<file path="src/rtl/spoc_postproc_if.sv">
// Handshake bundle between the SpoC-64 datapath/controller and the output formatter.
interface spoc_postproc_if #(
    parameter int PW = 32
);
    logic          cmd_valid;
    logic          cmd_ready;
    logic          cmd_decrypt;
    logic [15:0]   cmd_len;
    logic [PW-1:0] bdo;
    logic          bdo_valid;
    logic          bdo_ready;
    logic          auth_valid;
    logic          msg_auth;
    logic [PW-1:0] do_data;
    logic          do_valid;
    logic          do_ready;
    logic          do_last;

    modport master (
        output cmd_valid, cmd_decrypt, cmd_len, bdo, bdo_valid, auth_valid, msg_auth, do_ready,
        input  cmd_ready, bdo_ready, do_data, do_valid, do_last
    );

    modport slave (
        input  cmd_valid, cmd_decrypt, cmd_len, bdo, bdo_valid, auth_valid, msg_auth, do_ready,
        output cmd_ready, bdo_ready, do_data, do_valid, do_last
    );
endinterface

</file>
<file path="src/rtl/spoc_postproc.sv">
// SpoC-64 output formatter: frames bdo words with segment headers, masks the
// final message word and closes each frame with a status word.
module spoc_postproc #(
    parameter int PW        = 32,
    parameter int TAG_WORDS = 2
) (
    input logic             clk,
    input logic             rst,
    spoc_postproc_if.slave  bus
);
    typedef enum logic [2:0] {
        S_IDLE, S_HDR_MSG, S_DATA, S_HDR_TAG, S_TAG, S_WAIT_AUTH, S_STATUS
    } state_t;

    state_t        state_r;
    state_t        state_s;
    logic          dec_r;
    logic          stat_r;
    logic          wvld_r;
    logic [15:0]   rem_r;
    logic [15:0]   rem_next_s;
    logic [1:0]    cnt_r;
    logic [PW-1:0] word_r;
    logic [PW-1:0] load_word_s;
    logic [PW-1:0] mask_s;
    logic          word_hs_s;
    logic          xfer_s;
    logic          tag_last_s;

    assign word_hs_s  = wvld_r && bus.do_ready;
    assign xfer_s     = bus.bdo_valid && bus.do_ready;
    assign tag_last_s = (cnt_r == 2'(TAG_WORDS - 1));
    assign rem_next_s = (rem_r > 16'd4) ? (rem_r - 16'd4) : 16'd0;

    // Byte mask for the final, possibly partial, message word (byte 0 is the MSB).
    always_comb begin
        mask_s = 32'hFFFF_FFFF;
        case (rem_r)
            16'd1:   mask_s = 32'hFF00_0000;
            16'd2:   mask_s = 32'hFFFF_0000;
            16'd3:   mask_s = 32'hFFFF_FF00;
            default: mask_s = 32'hFFFF_FFFF;
        endcase
    end

    // Header/status word captured into word_r on the cycle after state entry.
    always_comb begin
        load_word_s = 32'h0000_0000;
        case (state_r)
            S_HDR_MSG: load_word_s = {(dec_r ? 4'b0100 : 4'b0101), 1'b0, dec_r, 1'b1, dec_r, 8'h00, rem_r};
            S_HDR_TAG: load_word_s = 32'h8300_0008;
            S_STATUS:  load_word_s = stat_r ? 32'hE000_0000 : 32'hF000_0000;
            default:   load_word_s = 32'h0000_0000;
        endcase
    end

    // State register.
    always_ff @(posedge clk) begin
        if (rst) begin
            state_r <= S_IDLE;
        end else begin
            state_r <= state_s;
        end
    end

    // Next-state and handshake outputs; data/tag words pass straight through.
    always_comb begin
        state_s        = state_r;
        bus.cmd_ready  = 1'b0;
        bus.bdo_ready  = 1'b0;
        bus.do_valid   = 1'b0;
        bus.do_last    = 1'b0;
        bus.do_data    = word_r;
        case (state_r)
            S_IDLE: begin
                bus.cmd_ready = 1'b1;
                if (bus.cmd_valid) begin
                    state_s = S_HDR_MSG;
                end else begin
                    state_s = S_IDLE;
                end
            end
            S_HDR_MSG: begin
                bus.do_valid = wvld_r;
                if (word_hs_s) begin
                    if (rem_r != 16'd0) begin
                        state_s = S_DATA;
                    end else begin
                        state_s = dec_r ? S_WAIT_AUTH : S_HDR_TAG;
                    end
                end else begin
                    state_s = S_HDR_MSG;
                end
            end
            S_DATA: begin
                bus.do_valid  = bus.bdo_valid;
                bus.bdo_ready = bus.do_ready;
                bus.do_data   = bus.bdo & mask_s;
                if (xfer_s && (rem_next_s == 16'd0)) begin
                    state_s = dec_r ? S_WAIT_AUTH : S_HDR_TAG;
                end else begin
                    state_s = S_DATA;
                end
            end
            S_HDR_TAG: begin
                bus.do_valid = wvld_r;
                if (word_hs_s) begin
                    state_s = S_TAG;
                end else begin
                    state_s = S_HDR_TAG;
                end
            end
            S_TAG: begin
                bus.do_valid  = bus.bdo_valid;
                bus.bdo_ready = bus.do_ready;
                bus.do_data   = bus.bdo;
                if (xfer_s && tag_last_s) begin
                    state_s = S_STATUS;
                end else begin
                    state_s = S_TAG;
                end
            end
            S_WAIT_AUTH: begin
                if (bus.auth_valid) begin
                    state_s = S_STATUS;
                end else begin
                    state_s = S_WAIT_AUTH;
                end
            end
            S_STATUS: begin
                bus.do_valid = wvld_r;
                bus.do_last  = wvld_r;
                if (word_hs_s) begin
                    state_s = S_IDLE;
                end else begin
                    state_s = S_STATUS;
                end
            end
            default: state_s = S_IDLE;
        endcase
    end

    // Frame context: length countdown, tag word counter, status and header register.
    always_ff @(posedge clk) begin
        if (rst) begin
            dec_r  <= 1'b0;
            stat_r <= 1'b0;
            wvld_r <= 1'b0;
            rem_r  <= 16'd0;
            cnt_r  <= 2'd0;
            word_r <= 32'h0000_0000;
        end else begin
            case (state_r)
                S_IDLE: begin
                    if (bus.cmd_valid) begin
                        dec_r <= bus.cmd_decrypt;
                        rem_r <= bus.cmd_len;
                        cnt_r <= 2'd0;
                    end
                end
                S_HDR_MSG, S_HDR_TAG, S_STATUS: begin
                    if (!wvld_r) begin
                        wvld_r <= 1'b1;
                        word_r <= load_word_s;
                    end else if (bus.do_ready) begin
                        wvld_r <= 1'b0;
                        word_r <= 32'h0000_0000;
                    end
                end
                S_DATA: begin
                    if (xfer_s) begin
                        rem_r <= rem_next_s;
                    end
                end
                S_TAG: begin
                    if (xfer_s) begin
                        if (tag_last_s) begin
                            cnt_r  <= 2'd0;
                            stat_r <= 1'b1;
                        end else begin
                            cnt_r <= cnt_r + 2'd1;
                        end
                    end
                end
                S_WAIT_AUTH: begin
                    if (bus.auth_valid) begin
                        stat_r <= bus.msg_auth;
                    end
                end
                default: begin
                    wvld_r <= 1'b0;
                end
            endcase
        end
    end
endmodule

</file>
<file path="src/flat_wrapper.sv">
// flat-port wrapper written by rule: the top's interface ports become plain ports
module spoc_postproc_flat 
#(
    parameter int PW        = 32,
    parameter int TAG_WORDS = 2
)
  (clk, rst, bus_cmd_valid, bus_cmd_decrypt, bus_cmd_len, bus_bdo, bus_bdo_valid, bus_auth_valid, bus_msg_auth, bus_do_ready, bus_cmd_ready, bus_bdo_ready, bus_do_data, bus_do_valid, bus_do_last);
  spoc_postproc_if #(.PW(PW)) bus_i ();
  input logic clk;
  input logic rst;
  input wire logic [$bits(bus_i.cmd_valid)-1:0] bus_cmd_valid;
  input wire logic [$bits(bus_i.cmd_decrypt)-1:0] bus_cmd_decrypt;
  input wire logic [$bits(bus_i.cmd_len)-1:0] bus_cmd_len;
  input wire logic [$bits(bus_i.bdo)-1:0] bus_bdo;
  input wire logic [$bits(bus_i.bdo_valid)-1:0] bus_bdo_valid;
  input wire logic [$bits(bus_i.auth_valid)-1:0] bus_auth_valid;
  input wire logic [$bits(bus_i.msg_auth)-1:0] bus_msg_auth;
  input wire logic [$bits(bus_i.do_ready)-1:0] bus_do_ready;
  output wire logic [$bits(bus_i.cmd_ready)-1:0] bus_cmd_ready;
  output wire logic [$bits(bus_i.bdo_ready)-1:0] bus_bdo_ready;
  output wire logic [$bits(bus_i.do_data)-1:0] bus_do_data;
  output wire logic [$bits(bus_i.do_valid)-1:0] bus_do_valid;
  output wire logic [$bits(bus_i.do_last)-1:0] bus_do_last;
  assign bus_i.cmd_valid = bus_cmd_valid;
  assign bus_i.cmd_decrypt = bus_cmd_decrypt;
  assign bus_i.cmd_len = bus_cmd_len;
  assign bus_i.bdo = bus_bdo;
  assign bus_i.bdo_valid = bus_bdo_valid;
  assign bus_i.auth_valid = bus_auth_valid;
  assign bus_i.msg_auth = bus_msg_auth;
  assign bus_i.do_ready = bus_do_ready;
  assign bus_cmd_ready = bus_i.cmd_ready;
  assign bus_bdo_ready = bus_i.bdo_ready;
  assign bus_do_data = bus_i.do_data;
  assign bus_do_valid = bus_i.do_valid;
  assign bus_do_last = bus_i.do_last;
  spoc_postproc #(.PW(PW), .TAG_WORDS(TAG_WORDS)) u_core (.clk(clk), .rst(rst), .bus(bus_i));
endmodule
</file>
<file path="config.mk">
export PLATFORM = sky130hd
export DESIGN_NAME = spoc_postproc_flat
export DESIGN_NICKNAME = d
export VERILOG_FILES = /design/src/rtl/spoc_postproc_if.sv /design/src/rtl/spoc_postproc.sv /design/src/flat_wrapper.sv
export SDC_FILE = /design/constraint.sdc
export NUM_CORES = 1
export LEC_CHECK = 0
export ABC_AREA = 1
export CAP_MARGIN = 40
export CORE_AREA = 4 4 91 93
export CTS_CLUSTER_SIZE = 8
export DETAILED_ROUTE_END_ITERATION = 16
export DIE_AREA = 0 0 95 97
export HOLD_SLACK_MARGIN = 0.02
export PLACE_DENSITY = 0.73
export SKIP_CTS_REPAIR_TIMING = 1
export SLEW_MARGIN = 20
export SYNTH_ARGS = -nofsm -noshare
export SYNTH_HDL_FRONTEND = slang
export SYNTH_SLANG_ARGS = --single-unit
</file>
<file path="constraint.sdc">
create_clock -name clk -period 2.18 [get_ports clk]
set_input_delay 0.654 -clock clk [delete_from_list [all_inputs] [get_ports clk]]
set_output_delay 0.654 -clock clk [all_outputs]
set_load 0.02 [all_outputs]
</file>
Word-level counts from Yosys, hierarchy flattened
Index checks and enable logic that the tools add are counted.
{"block": "classes", "n_bitwise": 1, "mux": 36, "n_eq_ne": 16, "reduce_logical": 18, "magnitude_cmp": 1, "n_addsub": 2}
{"op": "$pmux 32 s3", "n": 1}
{"op": "$pmux 24 s3", "n": 1}
{"op": "$mux 32", "n": 2}
{"op": "$pmux 32 s2", "n": 1}
{"op": "$mux 16", "n": 3}
{"op": "$and 32x32->32", "n": 1}
{"op": "$eq 16x2->1 const B", "n": 2}
{"op": "$pmux 16 s2", "n": 1}
{"op": "$mux 29", "n": 1}
{"op": "$pmux 3 s7", "n": 1}
{"op": "$mux 3", "n": 6}
{"op": "$eq 16x1->1 const B", "n": 1}
{"op": "$gt 16x3->1 const B", "n": 1}
{"op": "$logic_not 16->1", "n": 1}
{"op": "$reduce_bool 16->1", "n": 1}
{"op": "$sub 16x3->16 const B", "n": 1}
{"op": "$mux 1", "n": 10}
{"op": "$mux 2", "n": 5}
{"op": "$eq 3x3->1 const B", "n": 3}
{"op": "$eq 3x2->1 const B", "n": 2}
{"op": "$ne 2x1->1 const B", "n": 3}
{"op": "$ne 2x2->1 const B", "n": 3}
{"op": "$pmux 1 s2", "n": 3}
{"op": "$reduce_and 3->1", "n": 2}
{"op": "other kinds (12)", "n": 18}
{"block": "totals", "output_inout_bits": 36, "in_bits": 56, "ff_bits": 56, "word_cells": 81}

Logic depth before layout (Yosys ltp)
Gate-level depths: netlist of run 1.
{"block": "logic_depth", "ltp_word": 6, "ltp_mapped": 14}

Worst setup path after synthesis of run 1
Ideal clock, no wire load.
{"block": "synth_path", "path_type": "reg-to-output", "startpoint": "register u_core.rem_r[2]", "endpoint": "output bus_do_data[10]", "stages_incl_launch_ff": 10, "setup_slack_ns": -0.011, "n_path_buf": 0, "arrival_time_ns": 1.537, "required_ns": 1.526, "path_cell_list": "dfxtp_1 inv_2 ha_1 inv_1 nor2_4 nand4_1 nand2_2 inv_4 a41oi_4 o21ai_2"}
{"block": "synth_via", "elab_chain_len": 4, "word_cells_on_any_way": 6, "classes_between": "eq/ne: 3; mux: 2; bitwise: 1"}
{"element": "start: declaration", "line": "spoc_postproc.sv:20", "source": "logic [15:0] rem_r;"}
{"element": "start signal: assignment", "line": "spoc_postproc.sv:157", "source": "rem_r <= bus.cmd_len;"}
{"element": "start signal: assignment", "line": "spoc_postproc.sv:172", "source": "rem_r <= rem_next_s;"}
{"element": "$eq 16x2->1 or $eq 16x1->1 (tied branches)", "line": "spoc_postproc.sv:38", "source": "case (rem_r)"}
{"element": "$pmux 24 s3 *", "line": "spoc_postproc.sv:38"}
{"element": "$and 32x32->32 *", "line": "spoc_postproc.sv:98", "source": "bus.do_data = bus.bdo & mask_s;"}
{"element": "$pmux 32 s2 *", "line": "spoc_postproc.sv:74", "source": "case (state_r)"}
{"element": "end: declaration", "line": "flat_wrapper.sv:21", "source": "output wire logic [$bits(bus_i.do_data)-1:0] bus_do_data;"}
Mark *: on every way between the ends. The rest lies on a longest branch, timed or not.

Worst setup path in the final report of run 1
{"block": "layout_path", "startpoint": "register u_core.rem_r[3]", "endpoint": "output bus_do_data[11]"}
Same word-level chain as after synthesis.

==> results of run 1 <==
## power by group
group	switching, mW	total (mW)	internal, mW
logic	0.563	1.03	0.468
registers	0.0438	0.964	0.921
clock network	0.306	0.647	0.342
total	0.913	2.64	1.73
## placed cells by master, fill, tap and decap left out, types with 3 or more instances in the layout
master	Yosys	layout
nand2_1	128	128
buf_4	1	78
clkdlybuf4s50_1	0	55
inv_1	48	48
a21oi_1	47	47
dfxtp_1	47	40
nor2_1	38	33
nand3_1	26	26
inv_2	14	14
buf_6	2	14
o21ai_0	13	13
nor2_4	5	9
nor2_2	7	8
nand4_1	7	7
o21ai_2	9	7
a22o_1	8	7
dfxtp_2	0	7
a221oi_2	6	6
nand2_2	5	5
clkbuf_8	0	5
o21ai_1	4	4
a221oi_1	4	4
buf_2	4	4
nor2_8	3	3
## sequential cells by signal (all words and copies together) (netlist names)
| signal | flops |
|---|---|
| u_core.cnt_r | 2 |
| u_core.dec_r | 1 |
| u_core.rem_r | 16 |
| u_core.stat_r | 1 |
| u_core.state_r | 3 |
| u_core.word_r | 23 |
| u_core.wvld_r | 1 |
## cells by family after synthesis
kind of cell,share of synthesized area
simple gates,0.345
compound gates,0.230
fa+ha+maj,0.0121
flops,0.302
buf+inv,0.105
xor+xnor,0.00563
## metrics by stage
stage                     utilization  total power, mW
after global routing            0.629             2.79
after floorplan                     -             1.54
after detailed placement        0.598             1.97
final                           0.629             2.64
after global placement          0.598             1.95
after CTS                       0.613             2.61
## layer usage
| layer | GRT usage | part of all wire |
|---|---|---|
| met3 | 0.0358 | 0.069 |
| met2 | 0.333 | 0.47 |
| met1 | 0.264 | 0.44 |
| met4 | 0.0844 | 0.023 |
| met5 | 0 | 0 |
## path summary, 6_finish.rpt
kind / start / to / slack (ns) / cells after the start
worst min-delay path: u_core.word_r[26]$_SDFFE_PP0P_ / u_core.word_r[26]$_SDFFE_PP0P_ / 0.47 / 2
worst max register to register: u_core.state_r[2]$_SDFF_PP0_ / u_core.rem_r[15]$_SDFFE_PP0P_ / 0.13 / 9
worst max-delay path: u_core.rem_r[3]$_SDFFE_PP0P_ / bus_do_data[11] / -0.31 / 10
worst min register to register: u_core.word_r[26]$_SDFFE_PP0P_ / u_core.word_r[26]$_SDFFE_PP0P_ / 0.47 / 2
## final cells by class
cell class                 instances  area [µm²]  share of cell area
multi-input combinational        334        1900               0.402
tap                              102         128              0.0270
timing repair buffer             156        1390               0.295
sequential                        47         950               0.201
clock inverter                     3        43.8             0.00925
inverter                          64         245              0.0518
clock buffer                       5        68.8              0.0145
## critical path: cells and delay by family, from the launching register on
kind | cells | cell delay (ns)
flip-flops | 1 | 0.34
adder cells (fa/ha/maj) | 1 | 0.17
AND/OR/NAND/NOR | 1 | 0.05
AO/OA/AOI/OAI | 2 | 0.28
buffers and inverters | 6 | 0.69
## Yosys cell counts, drive strengths merged, types with 3 or more instances
master / instances
a21oi: 50
a221oi: 10
a22o: 8
buf: 9
clkbuf: 6
dfxtp: 47
ha: 3
inv: 64
nand2: 133
nand3: 29
nand4: 8
nor2: 53
o21ai: 26
==> summary.md, run 1 <==
| Metric | Value |
|---|---|
| Status | finished, violations left |
| Failing checks | setup timing |
| Slowest cell on the critical path | dfxtp_2 |
| Power Density | 559 nW/µm² |
| Largest net degree at the start of global routing | 26 |
| Filler cells | 725 |
| Synth Instances | 460 |
| Die Width | 95 µm |
| Post-DP HPWL | 7560 µm |
| Final worst path period share | 1.14 |
| Critical path startpoint category | register |
| Yosys top cell by area | dfxtp_1 |
| Total Die Area | 9220 µm² |
| # diodes | 0 |
| Worst path max stage delay | 0.34 ns |
| Slew @ Worst Pin | 0.336 ns |
| Row cnt | 32 |
| Peak VDD IR | 0.305 mV |
| Number of synthesized register bits | 47 |
| First-pass GRT wire length | 15,400 µm |
| Share of post-route cells with drive strength above 1 | 0.300 |
| Avg Cell Area, Syn | 6.76 µm² |
| Unique masters post-synth | 40 |
| Synthesis-to-finish area growth | 52.1% |
| CTS Root Buffer Type | clkbuf_8 |
| Worst hold-check path type | register to register |
| Ys async rst share | 0 |
| Detailed Route WL | 9810 µm |
| Initial DRC count | 179 |
| Post-route cell area | 4730 µm² |
| Top post-synthesis cells by area | dfxtp_1 30%, nand2_1 15%, a21oi_1 7.6% |
| Unrepaired setup endpoints after global routing | true |
| Worst EP arrival | 1.83 ns |
| Total grt overflow | 0 |
| Initial antenna violation count | 0 |
| Cell area after synthesis | 3110 µm² |
| CTS buffer count | 5 |
| Die Span Y | 97 µm |
| Hold slack | 0.465 ns |
| Cell Count, Final, Fillers Out | 711 |
| Ports | 92 |
| Synthesized Nets | 519 |
| Share of the synthesized area in the top cell type | 0.302 |
| Final setup viols | 34 |
| Dpl cells | 696 |
| Sink Count | 47 |
| GR Util All Layers | 0.205 |
| DR WL/cell | 13.8 µm |
| Critical Path End Type | output pin |
| Clk_lat worst skew | 0.31 ns |
| CTS clk-pin slew, worst paths | 0.09 ns |
| Final Skew | 0.0125 ns |
| Max-Cap Viols | 0 |
| Longest Clk Path Bufs | 2 |
| Tmin final | 2.49 ns |
| Req. time, crit path | 1.53 ns |
| Ys flop type | dfxtp_1 |
| Pre-CTS setup slack | -0.495 ns |
| Remaining antenna violation count | 0 |
| Core area | 7530 µm² |
| Detailed-route DRC error count | 0 |
| DR vias | 3,542 |
| Setup_tns | -6.49 ns |
| Hold Vio Cnt, Final | 0 |
| CP Cell Sequence | inv_1 > ha_1 > inv_1 > nor2_4 > buf_4 > buf_4 > a41oi_4 > buf_12 > o21ai_2 > buf_6 |
| Type of the worst setup path | register to output pin |
| Worst Path Max Fanout | 8 |
| Max Freq | 402 MHz |
| Synth warn | 0 |
| Final Max Slew Viols | 0 |
| Drt pass-1 iters | 5 |
| Vias in the first global route | 3,297 |
| GPL Wtd Cong | 0.908 |
| Final worst slack | -0.305 ns |
| Post-synth EDFFs | 0 |
| Seq/Total Area, Yosys | 0.302 |
| Max transition margin | 0.775 |
| Initial Util | 0.413 |
| Area after DPL | 4500 µm² |
| Leak | 2.15 nW |
| I/O Buffers | 91 |
| Nets | 667 |
| H-tree lvl count | 2 |
| CTS tree | yes |
| Vias per cell | 4.98 |
Note: power is estimated with default switching activity, not from simulation.
==> run 2: changes to the inputs <==
--- a/config.mk
+++ b/config.mk
@@ -7,12 +7,12 @@
 export LEC_CHECK = 0
 export ABC_AREA = 1
 export CAP_MARGIN = 40
-export CORE_AREA = 4 4 91 93
+export CORE_AREA = 4 4 94 96
 export CTS_CLUSTER_SIZE = 8
 export DETAILED_ROUTE_END_ITERATION = 16
-export DIE_AREA = 0 0 95 97
+export DIE_AREA = 0 0 98 100
 export HOLD_SLACK_MARGIN = 0.02
-export PLACE_DENSITY = 0.73
+export PLACE_DENSITY = 0.68
 export SKIP_CTS_REPAIR_TIMING = 1
 export SLEW_MARGIN = 20
 export SYNTH_ARGS = -nofsm -noshare
==> run 2 against run 1 <==
Compared with the run above:
- the run still ends with setup timing left
- sequential power about the same
- sequential share of layout area down 0.46 points
- worst setup slack better by 0.015 ns
- die area up 6.3%
- global-route usage down 0.92 points
- wire length up 1.5%
- critical path depth up 3
==> summary.md, run 2 (synthesis results as in run 1) <==
| Metric | Value |
|---|---|
| Status | finished, violations left |
| Failing checks | setup timing |
| Final worst path period share | 1.13 (-0.00675) |
| CTS clk-pin slew, worst paths | 0.09 ns (about the same) |
| Ports | 92 (unchanged) |
| Worst Path Max Fanout | 8 (unchanged) |
| Bufs and invs on worst path | 7 (+1) |
| Biggest regs | u_core.word_r x23, u_core.rem_r x16, u_core.state_r x3 |
| Row cnt | 33 (+3.1%) |
| Slew @ Worst Pin | 0.341 ns (+0.00459 ns) |
| Max transition margin | 0.772 (-0.00306) |
| Remaining antenna violation count | 0 (unchanged) |
| Slowest cell on the critical path | dfxtp_2 |
| Vias per cell | 4.97 (-0.25%) |
| Core area | 8050 µm² (+7.0%) |
| CTS Root Buffer Type | clkbuf_8 |
| Hold slack | 0.448 ns (-0.0170 ns) |
| Detailed Route WL | 9960 µm (+1.5%) |
| Critical Path End Type | output pin |
| Biggest register | u_core.word_r |
| Vias in the first global route | 3,354 (+1.7%) |
| Tmin final | 2.47 ns (-0.0147 ns) |
| Clk_lat worst skew | 0.30 ns (about the same) |
| Final Skew | 0.00590 ns (-0.00656 ns) |
| Die Span Y | 100 µm (+3.1%) |
| Detailed-route DRC error count | 0 (unchanged) |
| Commonest non-fill, non-tap cell in the layout | nand2_1 |
| Worst hold path depth | 2 (unchanged) |
| CP Cell Sequence | inv_2 > nor2_4 > inv_2 > nor2_4 > buf_12 > nor2_8 > inv_4 > nand2_2 > inv_4 > a41oi_4 > buf_12 > o21ai_2 > buf_6 |
| Die Width | 98 µm (+3.2%) |
| Initial antenna violation count | 0 (unchanged) |
| Nets | 671 (+0.60%) |
| Commonest non-fill, non-tap cells in the layout | 120 x nand2_1, 78 x buf_4, 55 x clkdlybuf4s50_1, 47 x a21oi_1, 46 x inv_1 |
| Unrepaired setup endpoints after global routing | true |
| Sink Count | 47 (unchanged) |
| Max reg flops | 23 (unchanged) |
| CTS buffer count | 5 (unchanged) |
| Max Freq | 405 MHz (+0.60%) |
| Pre-CTS setup slack | -0.455 ns (+0.0400 ns) |
| Filler cells | 739 (+1.9%) |
| CP Depth | 13 (+3) |
| Cells on worst reg2reg path | 14 (+5) |
| Synthesis-to-finish area growth | 56.3% |
| Post-DP HPWL | 7590 µm (+0.41%) |
| H-tree lvl count | 2 (unchanged) |
| Final worst slack | -0.291 ns (+0.0147 ns) |
| Largest net degree at the start of global routing | 28 (+7.7%) |
| Drt pass-1 iters | 4 (-1) |
| Worst EP arrival | 1.82 ns (about the same) |
| Initial DRC count | 204 (+14%) |
| Peak VDD IR | 0.339 mV (+11%) |
| DR WL/cell | 13.9 µm (+0.53%) |
| Setup_tns | -7.42 ns (-0.933 ns) |
| Leak | 2.18 nW (+1.1%) |
| Share of post-route cells with drive strength above 1 | 0.326 (+0.0258) |
| Area after DPL | 4520 µm² (+0.25%) |
| Max-Cap Viols | 0 (unchanged) |
| First-pass GRT wire length | 15,900 µm (+3.5%) |
| Longest Clk Path Bufs | 2 (unchanged) |
| DR vias | 3,568 (+0.73%) |
| Initial Util | 0.386 (-0.0269) |
| Critical path's top delay family | buffers and inverters |
| Post-route cell area | 4860 µm² (+2.7%) |
| # diodes | 0 (unchanged) |
| GPL Wtd Cong | 0.903 (-0.56%) |
| Req. time, crit path | 1.53 ns (about the same) |
| I/O Buffers | 91 (unchanged) |
| CTS tree | yes |
| Worst path max stage delay | 0.34 ns (about the same) |
| Type of the worst setup path | register to output pin |
| Critical path startpoint category | register |
| Final setup viols | 34 (unchanged) |
| Worst hold-check path type | register to register |
| Total grt overflow | 0 (unchanged) |
| Final Max Slew Viols | 0 (unchanged) |
| Hold Vio Cnt, Final | 0 (unchanged) |
| GR Util All Layers | 0.196 (-0.00919) |
| Total Die Area | 9800 µm² (+6.3%) |
| Power Density | 573 nW/µm² (+2.6%) |
run 2: worst paths after layout:
check                                                    end                         start  slack (ns)
worst max-delay path                         bus_do_data[14]  u_core.state_r[2]$_SDFF_PP0_       -0.29
worst min-delay path            u_core.cnt_r[1]$_SDFFE_PP0P_  u_core.cnt_r[1]$_SDFFE_PP0P_        0.45
worst max register to register  u_core.state_r[1]$_SDFF_PP0_  u_core.rem_r[2]$_SDFFE_PP0P_        0.15
worst min register to register  u_core.cnt_r[1]$_SDFFE_PP0P_  u_core.cnt_r[1]$_SDFFE_PP0P_        0.45
run 2: per-stage QoR:
step	instances	utilization	total power [mW]
final	718	0.604	2.79
after global routing	718	0.604	2.96
after CTS	708	0.577	2.75
after detailed placement	700	0.561	1.98
after global placement	700	0.561	1.97
after floorplan	460	-	1.54
run 2: worst register-to-register path: stages, from the launching register on:
cell and delay (ns):
dfxtp_2 0.33, inv_2 0.07, buf_4 0.16, ha_2 0.27, nand3_2 0.12, nor2_1 0.21, nand2_1 0.10, nand2_1 0.08
nand2_1 0.05, nand2_1 0.05, nand2_1 0.07, nor2_2 0.20, nand3_1 0.11, nand2_1 0.07, a21oi_1 0.05
run 2: where the power goes:
part           total [mW]  switching, mW  leakage, nW  internal [mW]
clock network       0.764          0.305       0.0654          0.459
logic                1.06          0.575         1.72          0.484
registers           0.963         0.0431        0.388          0.920
run 2: routing by layer:
metal  vias to the layer above  global-route usage  share of wire
li1                       1815                   -              -
met1                      1634               0.261           0.46
met2                       109               0.323           0.47
met3                        10              0.0354          0.058
met4                         0              0.0575          0.013
met5                         -                   0              0
run 2: cell type report:
cell class                 count  area (µm²)  area share
sequential                    47         953       0.196
timing repair buffer         160        1460       0.300
clock inverter                 2        60.1      0.0124
multi-input combinational    334        1940       0.399
inverter                      64         245      0.0504
tap                          105         131      0.0270
clock buffer                   6        72.6      0.0149
==> run 3: changes to the inputs <==
--- a/config.mk
+++ b/config.mk
@@ -8,7 +8,6 @@
 export ABC_AREA = 1
 export CAP_MARGIN = 40
 export CORE_AREA = 4 4 94 96
-export CTS_CLUSTER_SIZE = 8
 export DETAILED_ROUTE_END_ITERATION = 16
 export DIE_AREA = 0 0 98 100
 export HOLD_SLACK_MARGIN = 0.02
==> results of run 3 <==
Same layout as run 2: the final DEF is identical, and so are final timing and power.
